## src/rtl/fir_pkg.sv

```systemverilog
// Shared definitions for the sequential FIR stage: default widths, the
// controller state encoding and a constant-safe ceil(log2) helper.
package fir_pkg;

  localparam int DEF_DATAWIDTH = 8;
  localparam int DEF_COEFWIDTH = 8;
  localparam int DEF_NTAPS     = 8;

  typedef enum logic [1:0] {
    ST_WAIT = 2'd0,
    ST_IDLE = 2'd1,
    ST_MAC  = 2'd2,
    ST_OUT  = 2'd3
  } state_t;

  function automatic int clog2(input int value);
    int result;
    result = 0;
    while ((1 << result) < value) result++;
    return result;
  endfunction

endpackage

```

## src/rtl/fir_mac.sv

```systemverilog
// Signed multiply-accumulate slice: one product per enabled cycle, added into
// an ACCWIDTH accumulator. sum exposes acc+product so the caller can capture the final tap.
module fir_mac
  import fir_pkg::*;
#(
  parameter int DATAWIDTH = DEF_DATAWIDTH,
  parameter int COEFWIDTH = DEF_COEFWIDTH,
  parameter int ACCWIDTH  = DEF_DATAWIDTH + DEF_COEFWIDTH + clog2(DEF_NTAPS)
) (
  input  logic                        clk,
  input  logic                        rst_n,
  input  logic                        clr,
  input  logic                        en,
  input  logic signed [DATAWIDTH-1:0] sample,
  input  logic signed [COEFWIDTH-1:0] coef,
  output logic signed [ACCWIDTH-1:0]  sum
);

  localparam int PW = DATAWIDTH + COEFWIDTH;

  logic signed [PW-1:0]       prod;
  logic signed [ACCWIDTH-1:0] acc;

  assign prod = sample * coef;
  // Explicit sign extension keeps the product signed regardless of context width.
  assign sum  = acc + {{(ACCWIDTH-PW){prod[PW-1]}}, prod};

  always_ff @(posedge clk or negedge rst_n) begin
    if (!rst_n) begin
      acc <= '0;
    end else if (clr) begin
      acc <= '0;
    end else if (en) begin
      acc <= sum;
    end
  end

endmodule

```

## src/rtl/fir_seq_filter.sv

```systemverilog
// Sequential FIR stage on the FIFO read clock: pops a sample when idle, runs
// NTAPS multiply-accumulate cycles and holds the result on a valid/ready port.
module fir_seq_filter
  import fir_pkg::*;
#(
  parameter int DATAWIDTH = DEF_DATAWIDTH,
  parameter int COEFWIDTH = DEF_COEFWIDTH,
  parameter int NTAPS     = DEF_NTAPS,
  parameter int ACCWIDTH  = DATAWIDTH + COEFWIDTH + clog2(NTAPS)
) (
  input  logic                        iCLK,
  input  logic                        iRSTN,
  input  logic                        iEMPT,
  input  logic signed [DATAWIDTH-1:0] iRDAT,
  output logic                        oRINC,
  input  logic                        iCWE,
  input  logic [clog2(NTAPS)-1:0]     iCADDR,
  input  logic signed [COEFWIDTH-1:0] iCDAT,
  output logic                        oBUSY,
  output logic signed [ACCWIDTH-1:0]  oDOUT,
  output logic                        oDVALID,
  input  logic                        iDREADY
);

  localparam int KW = clog2(NTAPS);

  state_t state, state_nxt;
  logic   pop, mac_en, last_tap;
  logic [KW-1:0] k;
  logic signed [DATAWIDTH-1:0] x [NTAPS];
  logic signed [COEFWIDTH-1:0] h [NTAPS];
  logic signed [ACCWIDTH-1:0]  mac_sum;

  assign last_tap = (k == KW'(NTAPS - 1));

  // WAIT absorbs the first post-reset cycle, where the upstream empty flag is unreliable.
  always_comb begin
    state_nxt = state;
    pop       = 1'b0;
    mac_en    = 1'b0;
    case (state)
      ST_WAIT: state_nxt = ST_IDLE;
      ST_IDLE: begin
        pop = ~iEMPT;
        if (!iEMPT) state_nxt = ST_MAC;
      end
      ST_MAC: begin
        mac_en = 1'b1;
        if (last_tap) state_nxt = ST_OUT;
      end
      ST_OUT: begin
        if (iDREADY) state_nxt = ST_IDLE;
      end
      default: state_nxt = ST_WAIT;
    endcase
  end

  assign oRINC = pop & iRSTN;
  assign oBUSY = (state != ST_IDLE);

  always_ff @(posedge iCLK or negedge iRSTN) begin
    if (!iRSTN) begin
      state   <= ST_WAIT;
      k       <= '0;
      oDOUT   <= '0;
      oDVALID <= 1'b0;
    end else begin
      state <= state_nxt;
      if (pop) begin
        k <= '0;
      end else if (mac_en) begin
        k <= k + KW'(1);
      end
      if (mac_en && last_tap) begin
        oDOUT   <= mac_sum;
        oDVALID <= 1'b1;
      end else if (state == ST_OUT && iDREADY) begin
        oDVALID <= 1'b0;
      end
    end
  end

  // Coefficients only change while idle so a computation never sees a mixed set.
  always_ff @(posedge iCLK or negedge iRSTN) begin
    if (!iRSTN) begin
      for (int i = 0; i < NTAPS; i++) begin
        x[i] <= '0;
        h[i] <= '0;
      end
    end else begin
      if (pop) begin
        x[0] <= iRDAT;
        for (int i = 1; i < NTAPS; i++) x[i] <= x[i-1];
      end
      if (iCWE && state == ST_IDLE) h[iCADDR] <= iCDAT;
    end
  end

  fir_mac #(
    .DATAWIDTH(DATAWIDTH),
    .COEFWIDTH(COEFWIDTH),
    .ACCWIDTH (ACCWIDTH)
  ) u_mac (
    .clk   (iCLK),
    .rst_n (iRSTN),
    .clr   (pop),
    .en    (mac_en),
    .sample(x[k]),
    .coef  (h[k]),
    .sum   (mac_sum)
  );

endmodule

```

## config.mk

```make
export PLATFORM = sky130hd
export DESIGN_NAME = fir_seq_filter
export DESIGN_NICKNAME = d
export VERILOG_FILES = /design/src/rtl/fir_pkg.sv /design/src/rtl/fir_mac.sv /design/src/rtl/fir_seq_filter.sv
export SDC_FILE = /design/constraint.sdc
export NUM_CORES = 1
export LEC_CHECK = 0
export BUFFER_PORTS_ARGS = -buffer_cell sky130_fd_sc_hd__buf_2
export CORE_ASPECT_RATIO = 0.8
export CORE_UTILIZATION = 55
export CTS_BUF_LIST = sky130_fd_sc_hd__clkbuf_2 sky130_fd_sc_hd__clkbuf_4 sky130_fd_sc_hd__clkbuf_8
export DETAILED_ROUTE_END_ITERATION = 8
export GPL_ROUTABILITY_DRIVEN = 0
export GPL_TIMING_DRIVEN = 1
export PLACE_DENSITY = 0.72
export SYNTH_ARGS = -nofsm -noshare
export SYNTH_HDL_FRONTEND = slang
export SYNTH_SLANG_ARGS = --single-unit
```

## constraint.sdc

```tcl
create_clock -name iCLK -period 15.8 [get_ports iCLK]
set_clock_uncertainty 0.1 [all_clocks]
set_input_delay 0.79 -clock iCLK [delete_from_list [all_inputs] [get_ports iCLK]]
set_output_delay 0.79 -clock iCLK [all_outputs]
set_load 0.02 [all_outputs]
```

# Yosys cells after proc, flatten, opt, wreduce, memory -nomap -nowiden
# Index checks and enable logic that the tools add are counted.
dict set report totals {
  ff_bits 172
  in_bits 24
  output_inout_bits 22
  elab_cells 68
}
dict set report op_classes {
  n_addsub 2
  n_mul 1
  order_cmp 3
  eq_ne 8
  n_mux 21
  n_bitwise 4
  reduce_logical 8
}
# op count
set op_table {}
lappend op_table {{$bwmux 64} 1}
lappend op_table {{$bmux 8 s3} 2}
lappend op_table {{$mux 8} 5}
lappend op_table {{$mux 19} 2}
lappend op_table {{$demux 8 s3} 1}
lappend op_table {{$add 19x19->19} 1}
lappend op_table {{$mul 8x8->16} 1}
lappend op_table {{$ge 4x4->1 const B} 2}
lappend op_table {{$not 3->4} 2}
lappend op_table {{$pmux 2 s4} 1}
lappend op_table {{$mux 2} 3}
lappend op_table {{$mux 3} 2}
lappend op_table {{$ne 2x2->1 const B} 3}
lappend op_table {{$eq 2x2->1 const B} 2}
lappend op_table {{$logic_and 1x1->1} 4}
lappend op_table {{$lt 4x1->1 const B} 1}
lappend op_table {{$mux 1} 4}
lappend op_table {{$reduce_bool 2->1} 2}
lappend op_table {{$add 3x1->3 const B} 1}
lappend op_table {{$eq 3x3->1 const B} 1}
lappend op_table {{$reduce_and 3->1} 1}
lappend op_table {{$eq 2x1->1 const B} 1}
lappend op_table {{$logic_not 2->1} 1}
lappend op_table {{$ne 2x1->1 const B} 1}
lappend op_table {{2 further kinds} 2}

# Longest topological paths before layout
dict set report depth {
  depth_word 8
  mapped_depth 29
  mapped_depth_nobuf 27
}

# By module
# Synthesis repeated with hierarchy kept, for this count alone.
dict set report unflattened {
  hier_cells 910
  area_unflattened_um2 11190.7
}
# module n_inst cells_each area_per_inst_um2 seq_area_each_um2
set by_module_without_submodules {}
lappend by_module_without_submodules {fir_seq_filter 1 410 6850.3 3828.7}
lappend by_module_without_submodules {fir_mac 1 500 4340.4 475.5}

# Worst setup path before layout
# No wires, ideal clock.
dict set report synth_timing {
  path_kind {register to register}
  startpoint {reg k[0]}
  endpoint {reg u_mac.acc[18]}
  setup_time_ns 0.071
  arrival_time_ns 6.921
  required_ns 15.629
  path_slack_ns 8.708
  stages_incl_launch_ff 29
  n_path_buf 2
  period_less_slack_ns 7.092
  cell_sequence {dfrtp_1 -> buf_2 -> buf_2 -> mux4_2 -> mux2i_1 -> nor2_1 -> fa_1 -> inv_1 -> fa_1 -> inv_1 -> fa_1 -> inv_1 -> fa_1 -> inv_1 -> ha_1 -> a21o_1 -> o21ai_1 -> o2111a_2 -> nor3_2 -> nor2_4 -> inv_1 -> ha_1 -> o21a_1 -> nor2_1 -> nor2b_1 -> o21ai_0 -> nor2_1 -> or3_1 -> nand4_1}
}
dict set report synth_between {
  elab_chain_len 8
  elab_cells_between_ends 11
  cone_classes {add/sub: 1; mul: 1; mux: 8; bitwise: 1}
}
# element line_no
set synth_lines {}
lappend synth_lines {{start, declared} fir_seq_filter.sv:29} ;# logic [KW-1:0] k;
lappend synth_lines {{start signal, assigned} fir_seq_filter.sv:72} ;# k <= k + KW'(1);
lappend synth_lines {{$not 3->4 (implied by the code) *} {fir_seq_filter.sv:108, fir_seq_filter.sv:109}}
lappend synth_lines {{$bmux 8 s3, on equally long branches} {fir_seq_filter.sv:108, fir_seq_filter.sv:109}}
lappend synth_lines {{$mux 8, on equally long branches (2 in series)} {fir_seq_filter.sv:108, fir_seq_filter.sv:109}}
lappend synth_lines {{$mul 8x8->16 *} fir_mac.sv:24} ;# assign prod = sample * coef;
lappend synth_lines {{$add 19x19->19 *} fir_mac.sv:26} ;# assign sum = acc + {{(ACCWIDTH-PW){prod[PW-1]}}, prod};
lappend synth_lines {{$mux 19 *} fir_mac.sv:33} ;# end else if (en) begin
lappend synth_lines {{$mux 19 *} fir_mac.sv:31} ;# end else if (clr) begin
lappend synth_lines {{end signal, assigned} fir_mac.sv:34} ;# acc <= sum;
lappend synth_lines {{end, declared} fir_mac.sv:22} ;# logic signed [ACCWIDTH-1:0] acc;
# Every way passes the cells marked *; elsewhere a longest branch is shown, timed or not. The select of a mux whose other input is x is not followed.
# A chain may end at the register's enable or synchronous reset.

# Final worst setup path
# Ends and elaborated chain as after synthesis.

==> impl_metrics.ini <==
[outcome]
outcome = complete, no violations

[die]
io_pins = 46
dieArea_mm2 = 0.0207
rows = 45
initial_utilization_pct = 57.2
die_w_um = 160
die_height_um = 129
coreArea_mm2 = 0.0193

[cts]
clk_root_buffer_cell = clkbuf_8
cts_sinks = 172
hold_buffers = 0
post_cts_resized = 0
cts_tree = yes
clock_latency_ps = 480
clk_pin_slew_ps = 110
cts_setup_buffers = 0
cts.path.max_buffers = 2
numCtsBuffers = 17
htree_levels = 4

[final_layout]
nNetsFinal = 1221
num_antenna_cells = 0
final_common_cell = nand2_1
layout-drive-gt1-share_pct = 20.6
multiInputGateArea_mm2 = 0.00623
final_cell_mix = nand2_1, dfrtp_1, inv_1
area_delta_synth_final_pct = 8.40
regArea_mm2 = 0.00431
fillers = 1529

[logic_synthesis]
synth_fp_nets = 1185
seq_area_frac_synth_pct = 39.0
synth.distinct_cells = 68
synth_edf_count = 0
synth_warnings = 0
synth_ff_type = dfrtp_1
synth-seq-cells = 172
synth-async-reset-ratio_pct = 100
avgSynthCellArea_um2 = 10.5
syn_area_mm2 = 0.0110
netlist_instances = 1052

[global_routing]
grt_pass1_vias = 7281
grt_usage_pct = 23.4
grt_pass1_wl_um = 37900
antenna_found_initial = 0
grt_overflow = 0
grt_start_max_net_pins = 84

[critical_path]
critPathRequiredTime_ps = 16120
crit_top_cell = inv_1
crit_type = reg2reg
arrival_ps = 8620
critPathMaxFanout = 20
cp-end-kind = flip-flop
worst-path-buf-inv = 7
critPathTopFamily = adder cells
start_kind = flip-flop
max_stage_delay_ps = 700
slowest_stage = dfrtp_2

[drt]
ant_nets = 0
wl_per_cell_um = 16.5
num_vias = 7534
drt_pass1_iterations = 7
wl_um = 22500
drc = 0
viasPerCell = 5.54
drtIter0Drc = 460

[timing]
slew_headroom_pct = 33.8
tns_ps = 0
drv_slew = 0
min_period_over_period_pct = 52.6
grt_setup_unrepaired = no
setup_viol_count_final = 0
hold_viol = 0
max_freq_mhz = 120
final.min_clock_period_ps = 8300
tightest_slew_ps = 990

[worst_hold_path]
hp-class = in2async

[placement]
io_buffer_count = 45
dp_hpwl_um = 15800

[run]
max_cap_violations = 0
## path summary, 6_finish.rpt
path | from | endpoint | slack [ps] | cells past startpoint
setup / recovery | k[0] | u_mac.acc[18] | 7500 | 28
min in group iCLK | x[0] | x[0] | 380 | 2
setup reg to reg | k[0] | u_mac.acc[18] | 7500 | 28
max in group asynchronous | iRSTN | k[0] | 13430 | 3
hold reg to reg | x[0] | x[0] | 380 | 2
hold / removal | iRSTN | oDOUT[17] | 130 | 1
## cells by family after synthesis
family / share of synthesized area (%)
mux: 16.9
simple gates: 14.8
fa+ha+maj: 16.1
compound gates: 6.06
xor+xnor: 2.36
flops: 39.0
buf+inv: 4.78
## sequential cells by signal, indices dropped and copies added (netlist names)
signal and flops:
h 64, k 3, oDOUT 19, oDVALID 1
state 2, u_mac.acc 19, x 64
## synthesized netlist by cell type (all sizes together) (21+ instances only)
master	count	area share [%]
nor2	82	2.9
dfrtp	172	39
ha	53	6.0
mux2	75	7.6
fa	56	10
xnor2	21	1.7
mux2i	29	2.7
o21ai	23	1.0
nand2	216	7.3
clkbuf	29	0.99
mux4	32	6.5
inv	100	3.4
## per-layer routing
metal | wire (um) | global-route usage (%) | vias to the layer above
met1 | 11000 | 34.9 | 3780
met3 | 931 | 4.32 | 21
met2 | 10300 | 35.3 | 142
met5 | 0 | 0 | -
met4 | 264 | 6.11 | 0
li1 | - | - | 3591
## metrics by stage
stage	std cells	utilization (%)	worst slack [ps]	hold slack (ps)	area, um2
after floorplan	1052	-	8710	341	11000
after global placement	1327	59.7	7720	353	11500
after CTS	1359	62.0	7420	127	12000
final	1359	62.0	7500	129	12000
after detailed placement	1327	59.7	7440	361	11500
after global routing	1359	62.0	6910	149	12000
## layout make-up
type	count	share of cell area, %
clock buffer	17	1.95
inverter	100	3.13
multi-input combinational	742	52.0
tap	258	2.70
sequential	172	35.9
timing repair buffer	55	2.56
clock inverter	15	1.72
Power is left out: the tool's default activity adds up to more than one toggle a clock period on the data nets, which glitch-free logic cannot reach.
